===== src/rtl/bp_pkg.sv =====
`default_nettype none
// ============================================================================
// bp_pkg : shared types and defaults for the branch resolve unit
// Rev 1.0
// ============================================================================
package bp_pkg;

  localparam int BP_DEPTH = 4;
  localparam int BP_XLEN  = 32;
  localparam int BP_CNTW  = 16;

  localparam logic BP_NT = 1'b0;
  localparam logic BP_T  = 1'b1;

  typedef struct packed {
    logic               taken;
    logic [BP_XLEN-1:0] target;
  } bp_entry_t;

endpackage
`default_nettype wire


===== src/rtl/bp_pred_fifo.sv =====
`default_nettype none
// ============================================================================
// bp_pred_fifo : in-flight prediction queue, oldest entry at the head
// Rev 1.0
// ============================================================================
module bp_pred_fifo #(
  parameter int DEPTH = 4,
  parameter int WIDTH = 33
) (
  input  logic             clk,
  input  logic             reset,
  input  logic             push,
  input  logic             pop,
  input  logic             clear,
  input  logic [WIDTH-1:0] wdata,
  output logic [WIDTH-1:0] rdata,
  output logic             full,
  output logic             empty
);

  localparam int AW = (DEPTH > 1) ? $clog2(DEPTH) : 1;

  logic [WIDTH-1:0] r_mem [DEPTH];
  logic [AW-1:0]    r_wptr;
  logic [AW-1:0]    r_rptr;
  logic [AW:0]      r_count;
  logic             w_push;
  logic             w_pop;

  assign full   = (r_count == (AW+1)'(DEPTH));
  assign empty  = (r_count == '0);
  assign w_push = push & ~full;
  assign w_pop  = pop & ~empty;
  assign rdata  = r_mem[r_rptr];

  // Pointers wrap naturally because DEPTH is a power of two.
  always_ff @(posedge clk) begin
    if (reset || clear) begin
      r_wptr  <= '0;
      r_rptr  <= '0;
      r_count <= '0;
    end else begin
      if (w_push) r_wptr <= r_wptr + 1'b1;
      if (w_pop)  r_rptr <= r_rptr + 1'b1;
      case ({w_push, w_pop})
        2'b10:   r_count <= r_count + 1'b1;
        2'b01:   r_count <= r_count - 1'b1;
        default: r_count <= r_count;
      endcase
    end
  end

  always_ff @(posedge clk) begin
    if (!reset && !clear && w_push) r_mem[r_wptr] <= wdata;
  end

endmodule
`default_nettype wire


===== src/rtl/branch_resolve_unit.sv =====
`default_nettype none
// ============================================================================
// branch_resolve_unit : checks resolved branches against queued predictions,
// issues flush/redirect and predictor training, keeps statistics.  Rev 1.0
// ============================================================================
module branch_resolve_unit
  import bp_pkg::*;
#(
  parameter int DEPTH = BP_DEPTH,
  parameter int XLEN  = BP_XLEN,
  parameter int CNTW  = BP_CNTW
) (
  input  logic            clk,
  input  logic            reset,
  input  logic            pred_valid,
  input  logic            pred_taken,
  input  logic [XLEN-1:0] pred_target,
  output logic            pred_ready,
  input  logic            res_valid,
  input  logic            res_taken,
  input  logic [XLEN-1:0] res_target,
  output logic            flush,
  output logic [XLEN-1:0] redirect_pc,
  output logic            upd_valid,
  output logic            upd_taken,
  output logic [CNTW-1:0] n_branch,
  output logic [CNTW-1:0] n_mispred,
  output logic            underflow
);

  localparam int EW = XLEN + 1;

  logic [EW-1:0]   w_head;
  logic            w_head_taken;
  logic [XLEN-1:0] w_head_target;
  logic            w_full;
  logic            w_empty;
  logic            w_push;
  logic            w_pop;
  logic            w_mispred;

  assign w_head_taken  = w_head[XLEN];
  assign w_head_target = w_head[XLEN-1:0];

  // The queue is already empty during the flush cycle, so ready is forced high
  // while the push itself is discarded.
  assign pred_ready = flush | ~w_full;
  assign w_push     = pred_valid & pred_ready & ~flush;
  assign w_pop      = res_valid & ~w_empty;
  assign w_mispred  = w_pop & ((w_head_taken != res_taken) |
                               (w_head_target != res_target));

  bp_pred_fifo #(
    .DEPTH (DEPTH),
    .WIDTH (EW)
  ) u_fifo (
    .clk   (clk),
    .reset (reset),
    .push  (w_push & ~w_mispred),
    .pop   (w_pop),
    .clear (w_mispred),
    .wdata ({pred_taken, pred_target}),
    .rdata (w_head),
    .full  (w_full),
    .empty (w_empty)
  );

  always_ff @(posedge clk) begin
    if (reset) begin
      flush       <= 1'b0;
      redirect_pc <= '0;
      upd_valid   <= 1'b0;
      upd_taken   <= BP_NT;
      n_branch    <= '0;
      n_mispred   <= '0;
      underflow   <= 1'b0;
    end else begin
      flush     <= w_mispred;
      upd_valid <= w_pop;
      upd_taken <= w_pop ? res_taken : BP_NT;
      if (w_mispred) redirect_pc <= res_target;
      if (w_pop && (n_branch != '1)) n_branch <= n_branch + 1'b1;
      if (w_mispred && (n_mispred != '1)) n_mispred <= n_mispred + 1'b1;
      if (res_valid && w_empty) underflow <= 1'b1;
    end
  end

endmodule
`default_nettype wire


===== config.mk =====
export PLATFORM = sky130hd
export DESIGN_NAME = branch_resolve_unit
export DESIGN_NICKNAME = d
export VERILOG_FILES = /design/src/rtl/bp_pkg.sv /design/src/rtl/bp_pred_fifo.sv /design/src/rtl/branch_resolve_unit.sv
export SDC_FILE = /design/constraint.sdc
export NUM_CORES = 1
export LEC_CHECK = 0
export ABC_AREA = 1
export CAP_MARGIN = 20
export CELL_PAD_IN_SITES_DETAIL_PLACEMENT = 1
export CELL_PAD_IN_SITES_GLOBAL_PLACEMENT = 1
export CORE_UTILIZATION = 41
export CTS_CLUSTER_DIAMETER = 200
export DETAILED_ROUTE_END_ITERATION = 8
export GPL_ROUTABILITY_DRIVEN = 0
export PLACE_DENSITY_LB_ADDON = 0.05
export SLEW_MARGIN = 0
export SYNTH_ARGS = -nofsm -noshare
export SYNTH_HDL_FRONTEND = slang
export SYNTH_SLANG_ARGS = --single-unit

===== constraint.sdc =====
create_clock -name clk -period 4.7 [get_ports clk]
set_input_delay 0.94 -clock clk [delete_from_list [all_inputs] [get_ports clk]]
set_output_delay 0.94 -clock clk [all_outputs]
set_load 0.05 [all_outputs]

Word level (Yosys, flattened, before mapping)
Memory sizes are Yosys's and may differ from the RTL's. A register that Yosys moved wholly into a read port is not among the register bits. Index checks and enable logic that the tools add are counted.

Flip-flop bits (word level): 75. Latch bits: 0. Memory bits (writable): 132. ROM bits: 0. Input bits: 70. Output and inout bits: 69. Logic and storage cells: 54. Memories kept: 1.

Memories: u_fifo.r_mem (depth 4, width 33, rd ports 1, clocked after Yosys merged registers in 1, write ports 1, RTL line bp_pred_fifo.sv:23) `logic [WIDTH-1:0] r_mem [DEPTH];`.

Add/sub/neg operators: 6. Multiply operators: 0. Div/mod/pow operators: 0. $lt $le $gt $ge: 0. Eq/ne operators: 7. Shift operators: 0. Multiplexer cells: 5. Bitwise gates (word level): 14. Reduce and logical (&&, ||, !) cells: 11.

Operators with widths (number): adder 16 x 1 -> 16 bit, second input constant (2); != test 16 bit, second input constant (2); != test 32 bit (1); AND 1 bit (7); case mux 3 bit (2 select lines) (1); logical AND 1 bit (5); NOT 1 bit (5); adder 2 x 1 -> 2 bit, second input constant (2); two-way mux 2 bit (2); adder 3 x 1 -> 3 bit, second input constant (1); equality test 3 bit, second input constant (1); zero test 3 bit (1); subtractor 3 x 1 -> 3 bit, second input constant (1); equality test 2 x 1 -> 1 bit, second input constant (1); equality test 2 bit, second input constant (1); zero test 1 bit (2); two-way mux 1 bit (2); bitwise OR 1 bit (2); nonzero test 2 bit (1); OR reduction 2 bit (1); logical OR 1 bit (1); != test 1 bit (1).

Logic depth before layout (Yosys ltp)
Depth after elaboration: 10. Depth in mapped cells: 24.

Hierarchy
Synthesis repeated with hierarchy kept, for this count alone.

Cell total of the unflattened synthesis: 952. Area total of the unflattened synthesis: 9146.3 um^2.

Modules (own cells, without submodules): bp_pred_fifo (times used 1, cells each 395, area an instance 5451.5 um^2, sequential area each 4144.0 um^2); branch_resolve_unit (times used 1, cells each 557, area an instance 3694.8 um^2, sequential area each 1361.3 um^2).

Worst setup path before layout
OpenSTA, ideal clock, no wires.

Path type: in2reg. From: input port res_target[21]. To: memory u_fifo.r_mem[0][0] (enable). Setup time: 0.423 ns. Arrival time: 3.297 ns. Required time: 4.277 ns. Path slack: 0.980 ns. Cell stages on the path: 12. Path buffers: 1. Path through: nand3b_1 -> nand2_1 -> inv_1 -> nand2_1 -> nor2_1 -> nand2_1 -> nor2_1 -> nand2_2 -> nand2_2 -> buf_6 -> nand3_1 -> nor2_1.

Cells in the longest elaborated chain, start to end: 9. Elaborated cells on any way between the ends: 11. Classes of those cells: 1 x eq/ne; 2 x mux; 5 x bitwise; 3 x reduce/logical.

Ends and longest elaborated chain: start, declared (RTL line branch_resolve_unit.sv:21) `input logic [XLEN-1:0] res_target,`; != test 32 bit (*) (RTL line branch_resolve_unit.sv:51) `(w_head_target != res_target));`; bitwise OR 1 bit (*) (RTL line branch_resolve_unit.sv:50) `assign w_mispred = w_pop & ((w_head_taken != res_taken) |`; AND 1 bit (*) (RTL line branch_resolve_unit.sv:50); NOT 1 bit (RTL line branch_resolve_unit.sv:59) `.push (w_push & ~w_mispred),`; AND 1 bit (RTL line branch_resolve_unit.sv:59); AND 1 bit (RTL line bp_pred_fifo.sv:32) `assign w_push = push & ~full;`; logical AND 1 bit (*) (RTL line bp_pred_fifo.sv:54) `if (!reset && !clear && w_push) r_mem[r_wptr] <= wdata;`; two-way mux 1 bit (*) (RTL line bp_pred_fifo.sv:54); two-way mux 1 bit (implied by the code) (*) (RTL line bp_pred_fifo.sv:54); end, declared (RTL line bp_pred_fifo.sv:23).

Every way passes the cells marked *; elsewhere a longest branch is shown, timed or not.

==> run metrics <==
Die W=150 µm; Antenna Cells=0; Mapped Avg Cell Area=9.32 µm²; Via density=5.08; EDFF count, synth=132; hold buffer count at CTS=0; WS Path Type=reg2reg; R2R setup slack=0.77 ns; top_reg_cell synth=edfxtp_1; I/O pin count=139; initial antenna violation count=0; Post-Syn Nets=1046; vias in the first global route=7319; Filler cells=2395; Pre-antenna DRT Iters=4; Yosys top cell area share=0.439; nets@finish=1182; Reg2Reg Depth=14; initial DRC count=231; GR Util All Layers=0.223; CTS tree=done; drt total wl=24700 µm; max cap viols=0; Yosys top cell by area=edfxtp_1; post-synthesis sequential area ratio=0.610; cell chosen for the clock root=clkbuf_16; HP Class=reg2reg; Clock Skew=0.0198 ns; H-tree Lvls=1; Core Area=0.0213 mm²; hold_sp=underflow; Worst-Skew Late Latency=0.52 ns; setup TNS=0 ns; Longest Clk Path Bufs=3; CP max FO=28; RSZ-0062 raised after global routing=false; crit path time final=3.93 ns; met1 GRT Util=0.277; Leak=4.46 nW; Largest stage delay, worst path=0.59 ns; Post-DRT Antenna Nets=0; port bufs=138; clock net sink count=209; CP Capture Type=flop; most common library cells after synthesis=nand2_1, edfxtp_1, nand3_1; Crit-path slowest cell=dfxtp_1; #FFs+latches synth=209; total number of vias=7092; area growth from synthesis to layout=27.9%; Worst-Margin Slew=0.767 ns; met2 Use GR=0.408; GR Layer Usage met3=0.0297; num rows=53; arrival time at the worst endpoint=4.08 ns; startpoint types=flop; crit-path most repeated cell=nand2_1; Final setup viols=0; RR Endpoint=u_fifo.r_mem[3][12]; status=finished clean; overall power=5.90 mW; CP required=4.85 ns; Fin. Hold Viols=0; layout cell share with drive strength beyond 1=0.0580; clock-pin slew on the worst setup and hold paths=0.05 ns; global route overflow=0; Hold Path End=underflow; Max Slew Vio Count=0; first-pass GRT wire length=38800 µm; synthesized cell area=0.00902 mm²; drt drc=0; DPL Wire Length=16200 µm; TritonCTS buffer count=24; hold slack=0.453 ns; worst hold path depth=2; Async SR Flop Fraction=0; synth top area cells=edfxtp_1, dfxtp_1, nand2_1; Worst slew margin=0.488; Die Y=150 µm; YS warnings=0; Post-Layout Cell Count=1396; # resized after CTS=0; grt peak-use layer=met2; most common cell in the netlist=nand2_1; Final Cycle Share=0.836; post-CTS setup buffer count=0; dpl cells=1353; worst path cell trace=buf_4 > nand3_1 > nand2_1 > nand2_1 > nand2_1 > nand3_1 > nor2_1 > nand2_1 > nor2_1 > nand2_2 > nand2_2 > nand3_1 > nor2_4 > buf_4; die area=0.0226 mm²; Distinct cells, synth=30; synthesized instance count=968; WL/cell=17.7 µm; fmax=0.254 GHz; initial core utilization=0.424; PwrDens=512 mW/mm²; largest net degree at the start of global routing=67; VDD IR-drop max=0.283 mV
## metal layers
layer | wire length, µm | part of all wire | vias to the layer above
li1 | - | - | 3488
met2 | 12400 | 0.50 | 134
met3 | 975 | 0.040 | 27
met5 | 0 | 0 | -
met1 | 10900 | 0.44 | 3443
met4 | 383 | 0.016 | 0
## flip-flops by register name (all words and copies together) (netlist names), named ones only
| register | cells |
|---|---|
| u_fifo.r_mem | 132 |
| redirect_pc | 32 |
| n_branch | 16 |
| n_mispred | 16 |
| u_fifo.r_count | 3 |
| u_fifo.r_rptr | 2 |
| u_fifo.r_wptr | 2 |
| flush | 1 |
| underflow | 1 |
| upd_taken | 1 |
| upd_valid | 1 |
## worst max path at each step
stage / start / endpoint / cells after the start
6_report: flop / u_fifo.r_mem[3][12] / 14
5_1_grt: flop / u_fifo.r_mem[3][12] / 14
4_1_cts: flop / u_fifo.r_mem[3][12] / 14
3_5_place_dp: res_target[7] / u_fifo.r_mem[0][16] / 11
3_3_place_gp: res_target[7] / u_fifo.r_mem[0][16] / 11
2_1_floorplan: res_target[21] / u_fifo.r_mem[0][0] / 12
## per-stage QoR
stage                     worst slack [ns]   util  area (µm²)
after floorplan                      0.980      -        9020
final                                0.770  0.542       11500
after detailed placement             0.571  0.502       10700
after CTS                            0.769  0.542       11500
after global placement               0.626  0.502       10700
after global routing                 0.509  0.542       11500
## report_power, final
| part | total, mW | switching [mW] | internal, mW |
|---|---|---|---|
| Sequential | 2.26 | 0.0979 | 2.16 |
| Combinational | 1.67 | 1.15 | 0.519 |
| Clock | 1.97 | 0.751 | 1.22 |
| Total | 5.90 | 2.00 | 3.91 |
## final cells by class
class,instances,area (µm²),area share
flip-flops and latches,209,5510,0.477
clock buffers,32,671,0.0581
well taps,275,344,0.0298
repair buffers,152,1520,0.132
clock inverters,11,173,0.0150
inverters,70,263,0.0228
multi-input cells,647,3060,0.265
## logic make-up (layout without fill, tap and decap cells)
kind of cell,Yosys count,after routing,synth area share
AOI/OAI and AO/OA,43,43,0.0250
xor gates and xnor gates,28,28,0.0272
adders and majority gates,8,8,0.0119
buffers and inverters,112,265,0.0544
DFF,209,209,0.610
and+or+nand+nor,568,568,0.271
## worst max-delay path: cells and delay by family, from the launching register on
family / cells / cell delay, ns
buffers and inverters: 2 / 0.92
DFF: 1 / 0.59
and+or+nand+nor: 12 / 2.05
## cell usage in the layout, fill, tap and decap left out, types with 2 or more instances in the layout
master           count
nand2_1            333
clkdlybuf4s50_1    138
edfxtp_1           132
nand3_1            129
dfxtp_1             76
inv_1               68
nor2_1              43
a21oi_1             29
clkbuf_16           24
nand4_1             22
xor2_1              19
nor3_1              14
o21ai_0             11
buf_4               11
nand3b_1            10
xnor2_1              9
ha_1                 7
nor2_4               4
nor4_1               4
bufinv_16            4
clkbuf_1             4
clkbuf_8             4
clkinv_2             4
nor3b_1              3
buf_12               3
nand2_2              2
(Power assumes the default switching activity.)
